--- src/rtl/imem_port_arbiter_pkg.sv ---
// Shared types and constants for the instruction-memory port arbiter.
package imem_port_arbiter_pkg;

  typedef enum logic [1:0] {
    ST_RUN     = 2'd0,
    ST_QUIESCE = 2'd1,
    ST_LOAD    = 2'd2,
    ST_RESUME  = 2'd3
  } arb_state_e;

  localparam logic [31:0] NOP_INSTR = 32'h0;

endpackage

--- src/rtl/imem_port_arbiter_if.sv ---
// Bundle of fetch, loader and memory-port signals around the arbiter.
// slave: the arbiter's view; master: the surrounding pipeline/loader/memory.
interface imem_port_arbiter_if #(
  parameter int PC_WIDTH       = 6,
  parameter int CODE_DIR_WIDTH = 4
);

  // fetch / hazard side
  logic [PC_WIDTH-1:0]       if_pc;
  logic                      hz_stall;
  logic                      PCWrite;
  logic                      if_valid;
  logic [31:0]               if_instr;
  logic                      exc_misalign;
  logic                      pc_restart;

  // loader side
  logic                      ld_req;
  logic                      ld_we;
  logic [CODE_DIR_WIDTH-1:0] ld_addr;
  logic [31:0]               ld_data;
  logic                      ld_gnt;
  logic [CODE_DIR_WIDTH:0]   ld_count;
  logic                      ld_err;

  // instruction memory side
  logic [CODE_DIR_WIDTH-1:0] mem_addr;
  logic                      mem_we;
  logic [31:0]               mem_wdata;
  logic [31:0]               mem_rdata;

  modport slave (
    input  if_pc, hz_stall, ld_req, ld_we, ld_addr, ld_data, mem_rdata,
    output PCWrite, if_valid, if_instr, exc_misalign, pc_restart,
           ld_gnt, ld_count, ld_err, mem_addr, mem_we, mem_wdata
  );

  modport master (
    output if_pc, hz_stall, ld_req, ld_we, ld_addr, ld_data, mem_rdata,
    input  PCWrite, if_valid, if_instr, exc_misalign, pc_restart,
           ld_gnt, ld_count, ld_err, mem_addr, mem_we, mem_wdata
  );

endinterface

--- src/rtl/imem_port_arbiter.sv ---
// Shares the instruction-memory port between fetch and the program loader.
// RUN serves fetch; a loader request drains fetch (QUIESCE), hands the port
// over (LOAD) and finally restarts fetch from address 0 (RESUME).
module imem_port_arbiter
  import imem_port_arbiter_pkg::*;
#(
  parameter int PC_WIDTH       = 6,
  parameter int CODE_DIR_WIDTH = 4,
  parameter int CODE_DEPTH     = 16,
  parameter int LD_TIMEOUT     = 255
) (
  input  logic                clk,
  input  logic                rst,
  imem_port_arbiter_if.slave  bus
);

  localparam int CNT_W = CODE_DIR_WIDTH + 1;
  localparam logic [CNT_W-1:0] DEPTH   = CNT_W'(CODE_DEPTH);
  localparam logic [7:0]       TIMEOUT = 8'(LD_TIMEOUT);

  arb_state_e       state_q, state_d;
  logic [CNT_W-1:0] ld_count_q, ld_count_d;
  logic             ld_err_q, ld_err_d;
  logic [7:0]       idle_q, idle_d;

  logic [PC_WIDTH-1:0] pc;
  logic                st_run, st_load;

  assign pc      = bus.if_pc;
  assign st_run  = (state_q == ST_RUN);
  assign st_load = (state_q == ST_LOAD);

  // Next-state, burst word counter, idle counter and timeout flag.
  always_comb begin
    state_d    = state_q;
    ld_count_d = ld_count_q;
    ld_err_d   = ld_err_q;
    idle_d     = idle_q;
    unique case (state_q)
      ST_RUN: begin
        if (bus.ld_req) state_d = ST_QUIESCE;
      end
      ST_QUIESCE: begin
        ld_count_d = '0;
        ld_err_d   = 1'b0;
        idle_d     = '0;
        state_d    = ST_LOAD;
      end
      ST_LOAD: begin
        if (bus.ld_we) begin
          idle_d = '0;
          if (ld_count_q < DEPTH) ld_count_d = ld_count_q + 1'b1;
        end else begin
          idle_d = idle_q + 1'b1;
        end
        // A write clears the idle count, so a timeout only fires on an idle cycle.
        if (!bus.ld_we && idle_d == TIMEOUT) begin
          ld_err_d = 1'b1;
          state_d  = ST_RESUME;
        end else if (!bus.ld_req) begin
          state_d = ST_RESUME;
        end
      end
      ST_RESUME: begin
        state_d = ST_RUN;
      end
      default: begin
        state_d = ST_RUN;
      end
    endcase
  end

  // State and counter registers with synchronous reset.
  always_ff @(posedge clk) begin
    if (rst) begin
      state_q    <= ST_RUN;
      ld_count_q <= '0;
      ld_err_q   <= 1'b0;
      idle_q     <= '0;
    end else begin
      state_q    <= state_d;
      ld_count_q <= ld_count_d;
      ld_err_q   <= ld_err_d;
      idle_q     <= idle_d;
    end
  end

  // Port outputs decoded from the registered state; reset masks fetch and writes.
  assign bus.PCWrite      = st_run & ~bus.hz_stall & ~rst;
  assign bus.if_valid     = st_run & ~rst;
  assign bus.if_instr     = bus.if_valid ? bus.mem_rdata : NOP_INSTR;
  assign bus.exc_misalign = st_run & (pc[1:0] != 2'b00);
  assign bus.pc_restart   = (state_q == ST_RESUME);
  assign bus.ld_gnt       = st_load;
  assign bus.ld_count     = ld_count_q;
  assign bus.ld_err       = ld_err_q;
  assign bus.mem_addr     = st_load ? bus.ld_addr : pc[CODE_DIR_WIDTH+1:2];
  assign bus.mem_we       = st_load & bus.ld_we & ~rst;
  assign bus.mem_wdata    = bus.ld_data;

endmodule

--- src/flat_wrapper.sv ---
// flat-port wrapper written by rule: the top's interface ports become plain ports
module imem_port_arbiter_flat import imem_port_arbiter_pkg::*;
#(
  parameter int PC_WIDTH       = 6,
  parameter int CODE_DIR_WIDTH = 4,
  parameter int CODE_DEPTH     = 16,
  parameter int LD_TIMEOUT     = 255
)
  (clk, rst, bus_if_pc, bus_hz_stall, bus_ld_req, bus_ld_we, bus_ld_addr, bus_ld_data, bus_mem_rdata, bus_PCWrite, bus_if_valid, bus_if_instr, bus_exc_misalign, bus_pc_restart, bus_ld_gnt, bus_ld_count, bus_ld_err, bus_mem_addr, bus_mem_we, bus_mem_wdata);
  imem_port_arbiter_if #(.PC_WIDTH(PC_WIDTH), .CODE_DIR_WIDTH(CODE_DIR_WIDTH)) bus_i ();
  input  logic clk;
  input  logic rst;
  input wire logic [$bits(bus_i.if_pc)-1:0] bus_if_pc;
  input wire logic [$bits(bus_i.hz_stall)-1:0] bus_hz_stall;
  input wire logic [$bits(bus_i.ld_req)-1:0] bus_ld_req;
  input wire logic [$bits(bus_i.ld_we)-1:0] bus_ld_we;
  input wire logic [$bits(bus_i.ld_addr)-1:0] bus_ld_addr;
  input wire logic [$bits(bus_i.ld_data)-1:0] bus_ld_data;
  input wire logic [$bits(bus_i.mem_rdata)-1:0] bus_mem_rdata;
  output wire logic [$bits(bus_i.PCWrite)-1:0] bus_PCWrite;
  output wire logic [$bits(bus_i.if_valid)-1:0] bus_if_valid;
  output wire logic [$bits(bus_i.if_instr)-1:0] bus_if_instr;
  output wire logic [$bits(bus_i.exc_misalign)-1:0] bus_exc_misalign;
  output wire logic [$bits(bus_i.pc_restart)-1:0] bus_pc_restart;
  output wire logic [$bits(bus_i.ld_gnt)-1:0] bus_ld_gnt;
  output wire logic [$bits(bus_i.ld_count)-1:0] bus_ld_count;
  output wire logic [$bits(bus_i.ld_err)-1:0] bus_ld_err;
  output wire logic [$bits(bus_i.mem_addr)-1:0] bus_mem_addr;
  output wire logic [$bits(bus_i.mem_we)-1:0] bus_mem_we;
  output wire logic [$bits(bus_i.mem_wdata)-1:0] bus_mem_wdata;
  assign bus_i.if_pc = bus_if_pc;
  assign bus_i.hz_stall = bus_hz_stall;
  assign bus_i.ld_req = bus_ld_req;
  assign bus_i.ld_we = bus_ld_we;
  assign bus_i.ld_addr = bus_ld_addr;
  assign bus_i.ld_data = bus_ld_data;
  assign bus_i.mem_rdata = bus_mem_rdata;
  assign bus_PCWrite = bus_i.PCWrite;
  assign bus_if_valid = bus_i.if_valid;
  assign bus_if_instr = bus_i.if_instr;
  assign bus_exc_misalign = bus_i.exc_misalign;
  assign bus_pc_restart = bus_i.pc_restart;
  assign bus_ld_gnt = bus_i.ld_gnt;
  assign bus_ld_count = bus_i.ld_count;
  assign bus_ld_err = bus_i.ld_err;
  assign bus_mem_addr = bus_i.mem_addr;
  assign bus_mem_we = bus_i.mem_we;
  assign bus_mem_wdata = bus_i.mem_wdata;
  imem_port_arbiter #(.PC_WIDTH(PC_WIDTH), .CODE_DIR_WIDTH(CODE_DIR_WIDTH), .CODE_DEPTH(CODE_DEPTH), .LD_TIMEOUT(LD_TIMEOUT)) u_core (.clk(clk), .rst(rst), .bus(bus_i));
endmodule
--- config.mk ---
export PLATFORM = sky130hd
export DESIGN_NAME = imem_port_arbiter_flat
export DESIGN_NICKNAME = d
export VERILOG_FILES = /design/src/rtl/imem_port_arbiter_pkg.sv /design/src/rtl/imem_port_arbiter_if.sv /design/src/rtl/imem_port_arbiter.sv /design/src/flat_wrapper.sv
export SDC_FILE = /design/constraint.sdc
export NUM_CORES = 1
export LEC_CHECK = 0
export CAP_MARGIN = 20
export CELL_PAD_IN_SITES_DETAIL_PLACEMENT = 2
export CELL_PAD_IN_SITES_GLOBAL_PLACEMENT = 2
export CORE_MARGIN = 2
export CORE_UTILIZATION = 14
export CTS_CLUSTER_SIZE = 28
export DETAILED_ROUTE_END_ITERATION = 7
export GPL_TIMING_DRIVEN = 0
export PLACE_DENSITY = 0.9
export SETUP_SLACK_MARGIN = 0.4
export SLEW_MARGIN = 10
export SYNTH_ARGS = -nofsm -noshare
export SYNTH_HDL_FRONTEND = slang
export SYNTH_SLANG_ARGS = --single-unit
export TNS_END_PERCENT = 1
--- constraint.sdc ---
create_clock -name clk -period 2.95 [get_ports clk]
set_input_delay 0.59 -clock clk [delete_from_list [all_inputs] [get_ports clk]]
set_output_delay 0.59 -clock clk [all_outputs]
set_load 0.01 [all_outputs]
# [Yosys cells after proc, flatten, opt, wreduce, memory -nomap -nowiden]
# Cells that the tools add are included.
[word_totals] regBits=16 inputBits=79 output_inout_bits=80
[classes] muxes=14 reduce_logical=8 add_sub_neg=2 eq_ne=9 bitwise_logic=8 n_lt_le_gt_ge=1
[ops] op="$mux 32" count=1
[ops] op="$mux 8" count=2
[ops] op="$pmux 8 s2" count=1
[ops] op="$mux 5" count=2
[ops] op="$pmux 5 s2" count=1
[ops] op="$add 8x1->8 const B" count=1
[ops] op="$eq 8x8->1 const B" count=1
[ops] op="$ne 2x2->1 const B" count=4
[ops] op="$pmux 2 s4" count=1
[ops] op="$and 1x1->1" count=6
[ops] op="$mux 2" count=3
[ops] op="$add 5x1->5 const B" count=1
[ops] op="$lt 5x5->1 const B" count=1
[ops] op="$eq 2x2->1 const B" count=2
[ops] op="$mux 4" count=1
[ops] op="$reduce_and 2->1" count=2
[ops] op="$reduce_bool 2->1" count=2
[ops] op="$ne 3x3->1 const B" count=1
[ops] op="$reduce_and 3->1" count=1
[ops] op="$eq 2x1->1 const B" count=1
[ops] op="$logic_not 2->1" count=1
[ops] op="$not 1->1" count=2
[ops] op="$pmux 1 s2" count=1
[ops] op="$logic_and 1x1->1" count=1
[ops] op="2 further kinds" count=2

# [Logic depth before layout (Yosys ltp)]
# Gate-level depths: netlist of run 1.
[depth] ltp_word=7 mapped_depth=7 ltp_nobuf=7

# [Worst setup path before layout of run 1]
# Ideal clock, no wire load.
[synth_timing] path_kind="input to output" startpoint="in rst" endpoint="out bus_if_instr[20]" setup_slack_ps=870 arrival_ps=1490 path_stages=4 t_required_ps=2360 n_path_buf=2 path_cell_list="clkbuf_1 -> nor2b_1 -> clkbuf_1 -> and2_1"
[synth_between] elab_chain_len=3
[synth_lines] item="from (decl)" line="flat_wrapper.sv:12" source="input logic rst;"
[synth_lines] item="$not 1->1" line="imem_port_arbiter.sv:90" source="assign bus.if_valid = st_run & ~rst;"
[synth_lines] item="$and 1x1->1" line="imem_port_arbiter.sv:90"
[synth_lines] item="named net bus_if_valid" line="flat_wrapper.sv:21" source="output wire logic [$bits(bus_i.if_valid)-1:0] bus_if_valid;"
[synth_lines] item="$mux 32" line="imem_port_arbiter.sv:91" source="assign bus.if_instr = bus.if_valid ? bus.mem_rdata : NOP_INSTR;"
[synth_lines] item="to (decl)" line="flat_wrapper.sv:22" source="output wire logic [$bits(bus_i.if_instr)-1:0] bus_if_instr;"
# The timed path passes the listed nets, and every way through them passes these cells.

# [Final worst setup path of run 1]
[layout_timing] startpoint="reg u_core.state_q[0]" endpoint="out bus_mem_addr[1]"
[layout_between] elab_chain_len=2
[layout_lines] item="from (decl)" line="imem_port_arbiter.sv:21" source="arb_state_e state_q, state_d;"
[layout_lines] item="from (signal assigned)" line="imem_port_arbiter.sv:81" source="state_q <= state_d;"
[layout_lines] item="$eq 2x2->1" line="imem_port_arbiter.sv:31" source="assign st_load = (state_q == ST_LOAD);"
[layout_lines] item="$mux 4" line="imem_port_arbiter.sv:97" source="assign bus.mem_addr = st_load ? bus.ld_addr : pc[CODE_DIR_WIDTH+1:2];"
[layout_lines] item="to (decl)" line="flat_wrapper.sv:28" source="output wire logic [$bits(bus_i.mem_addr)-1:0] bus_mem_addr;"
# No other way between the ends.

==> results of run 1 <==
## flip-flops by register name, indices dropped and copies added, names as in the netlist
signal,cells
u_core.bus.ld_err,1
u_core.idle_q,8
u_core.bus.ld_count,5
u_core.state_q,2
## cells by family (layout without fill, tap and decap cells)
kind of cell / after synthesis / count (layout)
muxes: 7 / 7
and+or+nand+nor: 88 / 88
xor gates and xnor gates: 2 / 2
buffers and inverters: 44 / 174
AOI/OAI and AO/OA: 28 / 28
DFF: 16 / 16
adders and majority gates: 6 / 6
## critical path: cells and delay by family, from the launching register on
kind	cells	cell delay, ns
buffers and inverters	3	0.82
multiplexers	1	0.35
flip-flops	1	0.34
adder cells (fa/ha/maj)	1	0.20
## metrics by stage
step / worst slack (ns) / instance area [sq um] / total power (uW) / hold WS (ns) / cells
2_1_floorplan: 0.8700 / 1478 / 735.7 / 0.4850 / 191
3_3_place_gp: 0.1769 / 2899 / 1196 / 0.4745 / 452
3_5_place_dp: 0.06785 / 2899 / 1247 / 0.5054 / 452
4_1_cts: 0.2635 / 2995 / 1512 / 0.5156 / 457
5_1_grt: 0.2826 / 3013 / 1629 / 0.5346 / 457
6_report: 0.3901 / 3013 / 1522 / 0.4982 / 457
## power by group through the flow
stage	clock, uW	combinational (uW)	sequential (uW)
6_report	205	1060	258
5_1_grt	218	1150	261
3_3_place_gp	0	942	253
2_1_floorplan	0	485	250
4_1_cts	214	1040	254
3_5_place_dp	0	992	255
## worst min-delay path by stage
stage,start,end,slack [ns],cells past startpoint
3_3_place_gp,u_core.bus.ld_err,u_core.bus.ld_err,0.47,2
3_5_place_dp,u_core.bus.ld_err,u_core.bus.ld_err,0.51,2
5_1_grt,u_core.bus.ld_err,u_core.bus.ld_err,0.53,2
6_report,u_core.bus.ld_err,u_core.bus.ld_err,0.50,2
4_1_cts,u_core.bus.ld_err,u_core.bus.ld_err,0.52,2
2_1_floorplan,u_core.state_q[1],u_core.state_q[1],0.48,2
## routing by layer
| layer | track usage [%] | wire (microns) | part of all wire (%) | vias to the layer above |
|---|---|---|---|---|
| met3 | 2.614 | 560 | 8.3 | 2 |
| met4 | 2.505 | 55 | 0.82 | 0 |
| met1 | 11.55 | 2453 | 37 | 864 |
| met5 | 0 | 0 | 0 | - |
| li1 | - | - | - | 864 |
| met2 | 21.61 | 3645 | 54 | 99 |
## cell usage in the layout, fill, tap and decap left out, types with 5 or more instances in the layout
master           netlist  routed
a21oi_1                8       8
and2_1                33      33
buf_4                 32      37
clkdlybuf4s50_1        0     123
dfxtp_1               16      15
mux2_2                 5       5
nand2_1                7       7
nand2b_1               5       5
nor2_1                18      18
o21ai_0                7       7
## what timing repair did
item                                    CTS  global route
buffers inserted                          1             0
hold buffers                              0             0
resized for setup                        14            12
endpoints found under the setup margin   39            39
## cell type report
type	instances	area share [%]
well taps	136	5.648
repair buffers	126	41.82
multi-input cells	131	30.02
flip-flops and latches	16	10.67
clock buffers	4	1.827
plain buffers	39	9.385
inverters	5	0.6229
==> results.py, run 1 <==
metrics = {
    "outcome": {
        "run_status": "finished, final reports clean",
    },
    "place": {
        "gp_congestion": 0.7460,
        "io_buffer_count": 125,
        "dp_hpwl_mm": 5.579,
    },
    "setup_path": {
        "end_kind": "output port",
        "path_cells": "inv_2 > ha_4 > buf_4 > mux2_2 > clkdlybuf4s50_1",
        "critPathSlowestCell": "clkdlybuf4s50_1",
        "crit_start": "u_core.state_q[0]",
        "rr_worst_depth": 6,
        "cp-start-kind": "flip-flop",
        "cp_slowest_stage_delay_ns": 0.50,
        "r2r_slack_ns": 1.19,
        "criticalPathCategory": "flip-flop to output port",
        "arrival_ns": 1.97,
        "critPathCapture": "bus_mem_addr[1]",
        "critPathMaxFanout": 10,
        "cp.required_ns": 2.36,
        "r2r-end": "u_core.state_q[1]",
        "r2r_start": "u_core.idle_q[0]",
    },
    "cts": {
        "cts_htree_levels": 1,
        "cts_root_buffer": "clkbuf_8",
        "cts_buffers": 3,
        "clock_latency_ns": 0.25,
        "cts_sinks": 16,
        "clk_pin_slew_ns": 0.07,
        "cts_tree": "done",
        "ctsLongestPathBuffers": 2,
    },
    "synth": {
        "synth_top_family_by_area": "simple AND/OR/NAND/NOR gates",
        "synth_cells": 191,
        "synth.most_common_cell": "and2_1",
        "synthArstFlopShare_pct": 0,
        "yosys.area.top_type": "dfxtp_1",
        "synth_top_area_share_pct": 21.68,
        "synthTopCellsByCount": "and2_1 (33), buf_4 (32), nor2_1 (18)",
        "synthXorXnorAreaFrac_pct": 1.185,
        "syn_avg_cell_area_sq_um": 7.736,
        "synth_cell_types": 38,
        "ys_ff_latch": 16,
        "synth-seq-area-share_pct": 21.68,
        "yosys.area_share.simple_pct": 34.04,
        "ys.warnings.count": 0,
        "synth_compound_area_share_pct": 13.55,
        "syn_area_sq_mm": 0.001478,
        "synth_area_leaders": "dfxtp_1 (22%), buf_4 (16%), and2_1 (14%), ha_1 (5.1%), nor2_1 (4.6%)",
        "synth_nets": 276,
        "synth_edf_count": 0,
        "synthMuxAreaShare_pct": 5.165,
        "synth_flop_cell": "dfxtp_1",
        "synthAdderAreaFrac_pct": 5.080,
    },
    "sta": {
        "hold_viol_final": 0,
        "worst_pin_slew_ns": 0.4776,
        "slew_viol_final": 0,
        "rsz0062_at_grt": "true",
        "layout_min_cycle_time_ns": 2.560,
        "timing.slew.headroom_pct": 68.16,
        "clock_skew_ns": 0.001656,
        "finalSetupViolCount": 0,
        "fmax_mhz": 390.6,
        "fin_crit_sh_pct": 86.78,
        "tns_ns": 0,
    },
    "floorplanning": {
        "dieArea_sq_mm": 0.01139,
        "start_util_pct": 14.38,
        "rows": 37,
        "core-area_sq_mm": 0.01028,
        "num_io_pins": 159,
        "die_height_microns": 106.7,
        "dieWidth_microns": 106.7,
    },
    "routing": {
        "antenna_left": 0,
        "vias": 1829,
        "dr.pass1.iters": 2,
        "wl_per_cell_microns": 14.69,
        "drt_iter0_drc": 59,
        "wl_mm": 6.715,
        "via_per_inst": 4.002,
        "drc": 0,
    },
    "layout": {
        "fillers": 1182,
        "multi_input_area_sq_um": 904.6,
        "diodes": 0,
        "fin_util_pct": 29.32,
        "areaGrowthSynthToFinish_pct": 103.9,
        "drive_gt1_share_pct": 19.00,
        "seq_area_sq_um": 321.6,
        "fin_nets": 407,
    },
    "power_and_ir_drop": {
        "p_seq_share_pct": 16.9,
        "static-leakage-power_uw": 0.001190,
        "p_sw_uw": 585.8,
        "pwr-share-comb_pct": 69.6,
        "peakVddDrop_uv": 199.2,
        "power_density_mw_per_mm2": 505.0,
        "p_int_uw": 935.8,
        "p_clk_share_pct": 13.5,
        "swShare_pct": 38.50,
    },
    "worst_hold_path": {
        "hold_class": "flip-flop to flip-flop",
    },
    "global_route": {
        "grt_use_total_pct": 10.94,
        "grt_max_degree": 11,
        "antenna_found_initial": 0,
        "grt_pass1_wl_mm": 10.05,
        "grt_pass1_vias": 1990,
        "overflow": 0,
    },
    "job": {
        "drv_cap": 0,
    },
}
Note: power is estimated with default switching activity, not from simulation.
==> inputs of run 2 (changes only) <==
--- a/config.mk
+++ b/config.mk
@@ -9,11 +9,12 @@
 export CELL_PAD_IN_SITES_DETAIL_PLACEMENT = 2
 export CELL_PAD_IN_SITES_GLOBAL_PLACEMENT = 2
 export CORE_MARGIN = 2
-export CORE_UTILIZATION = 14
+export CORE_UTILIZATION = 30
 export CTS_CLUSTER_SIZE = 28
 export DETAILED_ROUTE_END_ITERATION = 7
+export DONT_BUFFER_PORTS = 1
 export GPL_TIMING_DRIVEN = 0
-export PLACE_DENSITY = 0.9
+export PLACE_DENSITY = 0.93
 export SETUP_SLACK_MARGIN = 0.4
 export SLEW_MARGIN = 10
 export SYNTH_ARGS = -nofsm -noshare
==> run 2 against run 1 <==
  * Count of clock-buffer cells in the layout is the same
  * Largest power group unchanged
  * Largest cell class is now multi-input gates
  * Cell count fell by 43%
  * Wire length decreased by 18%
  * Cell area decreased by 46%
  * Combinational power fell by 42%
  * Global-route usage grew 6.7 points
  * First-iteration DRC count fell by 29%
  * Critical path depth down 1
  * Setup slack improved by 0.081 ns
  * Clock power is essentially flat
==> results.py, run 2 (synthesis results as in run 1) <==
metrics = {
    "setup_path": {
        "arrival_ns": 1.89,
        "cp-start-kind": "flip-flop",
        "cp.required_ns": 2.36,
        "crit_start": "u_core.state_q[0]",
        "criticalPathCategory": "flip-flop to output port",
        "critPathMaxFanout": 10,
        "rr_worst_depth": 6,
        "r2r_slack_ns": 1.05,
        "r2r_start": "u_core.state_q[0]",
        "end_kind": "output port",
        "r2r-end": "u_core.idle_q[0]",
    },
    "layout": {
        "fin_nets": 281,
        "layout_common_cells": "and2_1 (33), buf_4 (32), nor2_1 (18), dfxtp_1 (16), a21oi_1 (8)",
        "drive_gt1_share_pct": 26.67,
        "largest_reg_flops": 8,
        "fillers": 554,
        "layout_commonest_cell": "and2_1",
        "areaGrowthSynthToFinish_pct": 9.653,
        "fin_area_sq_mm": 0.001620,
        "diodes": 0,
        "largest_register": "u_core.idle_q",
    },
    "sta": {
        "worst_pin_slew_ns": 0.5401,
        "hold_ws_ns": 0.5575,
        "rsz0062_at_grt": "true",
        "fmax_mhz": 403.4,
        "slew_viol_final": 0,
        "setup_ws_ns": 0.4712,
        "timing.slew.headroom_pct": 63.99,
        "hold_viol_final": 0,
        "finalSetupViolCount": 0,
        "layout_min_cycle_time_ns": 2.479,
        "clock_skew_ns": 0.002076,
        "fin_crit_sh_pct": 84.03,
        "tns_ns": 0,
    },
    "cts": {
        "cts_sinks": 16,
        "cts_buffers": 3,
        "clk_pin_slew_ns": 0.07,
        "hold_buffers": 0,
        "cts_htree_levels": 1,
        "clock_latency_ns": 0.26,
        "ctsLongestPathBuffers": 2,
        "cts_root_buffer": "clkbuf_8",
        "cts_tree": "done",
    },
    "place": {
        "gp_congestion": 0.7255,
        "post-place-ws_ns": 0.4968,
        "post_dp_cell_area_sq_mm": 0.001562,
        "io_buffer_count": 0,
        "dp_hpwl_mm": 4.461,
    },
    "power_and_ir_drop": {
        "p_total_uw": 1080,
        "p_sw_uw": 512.8,
        "pwr-share-comb_pct": 57.4,
        "p_int_uw": 566.9,
        "p_clk_share_pct": 19.2,
        "static-leakage-power_uw": 0.0006761,
        "power_density_mw_per_mm2": 666.4,
        "peakVddDrop_uv": 190.7,
        "swShare_pct": 47.49,
        "p_seq_share_pct": 23.4,
    },
    "floorplanning": {
        "num_io_pins": 159,
        "core-area_sq_mm": 0.004723,
        "dieArea_sq_mm": 0.005503,
        "die_height_microns": 74.18,
        "dieWidth_microns": 74.18,
        "start_util_pct": 31.28,
        "rows": 25,
    },
    "global_route": {
        "overflow": 0,
        "grt_use_total_pct": 17.68,
        "grt_pass1_wl_mm": 7.148,
        "antenna_found_initial": 0,
        "grt_pass1_vias": 1261,
        "grt_max_degree": 11,
    },
    "job": {
        "drv_cap": 0,
    },
    "worst_hold_path": {
        "hold_depth": 3,
        "hold_start": "bus_ld_we",
        "hold_class": "primary input to flip-flop",
        "hold_end": "u_core.idle_q[1]",
    },
    "outcome": {
        "run_status": "finished, final reports clean",
    },
    "routing": {
        "antenna_left": 0,
        "drc": 0,
        "wl_mm": 5.489,
        "via_per_inst": 5.057,
        "drt_iter0_drc": 42,
        "wl_per_cell_microns": 20.95,
        "dr.pass1.iters": 4,
        "vias": 1325,
    },
}
-- run 2: changes by cell type in the layout (fill, tap and decap cells not counted), sizes merged --
cell,change
buf,-5
clkbuf,+4
clkdlybuf4s50,-123
dlygate4sd2,-1
dlymetal6s2s,-1
-- run 2: what timing repair did --
action | 4_1_cts | 5_1_grt
cloned | 0 | 0
setup endpoints to repair | 13 | 34
setup buffers | 0 | 0
pin swaps | 0 | 0
gates resized for setup | 1 | 4
-- run 2: critical path, stage by stage, from the launching register on --
cell	delay, ns
dfxtp_1	0.34
inv_1	0.13
ha_1	0.44
clkbuf_2	0.31
mux2_2	0.41
-- run 2: routing by layer --
layer	up-vias	share of wire, %	wire length [microns]	GRT usage [%]
li1	612	-	-	-
met2	76	58	3178	36.41
met3	5	7.1	388	3.794
met5	-	0	0	0
met1	632	34	1881	17.80
met4	0	0.75	41	3.838
-- run 2: worst max-delay path by stage --
stage / to / cells after the start
after global routing: bus_if_instr[20] / 5
after CTS: bus_mem_addr[3] / 4
final: bus_mem_addr[3] / 4
after global placement: bus_if_instr[20] / 4
after floorplan: bus_if_instr[20] / 4
after detailed placement: bus_if_instr[20] / 4
-- run 2: metrics by stage --
stage	cells	utilization [%]
detailed placement	258	33.06
CTS	262	34.25
floorplan	191	-
global placement	258	33.06
finish	262	34.30
global route	262	34.30
-- run 2: layout make-up --
class / count / area, sq um / share of cell area, %
Tap cell: 67 / 83.83 / 5.174
Sequential cell: 16 / 320.3 / 19.77
Clock buffer: 4 / 55.05 / 3.398
Multi-Input combinational cell: 131 / 872.1 / 53.82
Buffer: 39 / 270.3 / 16.68
Inverter: 5 / 18.77 / 1.158
-- run 2: power groups by stage --
stage | Clock [uW] | Combinational, uW | Sequential, uW
floorplan | 0 | 485 | 250
global placement | 0 | 596 | 253
detailed placement | 0 | 616 | 256
CTS | 210 | 626 | 252
global route | 216 | 687 | 254
finish | 207 | 620 | 252
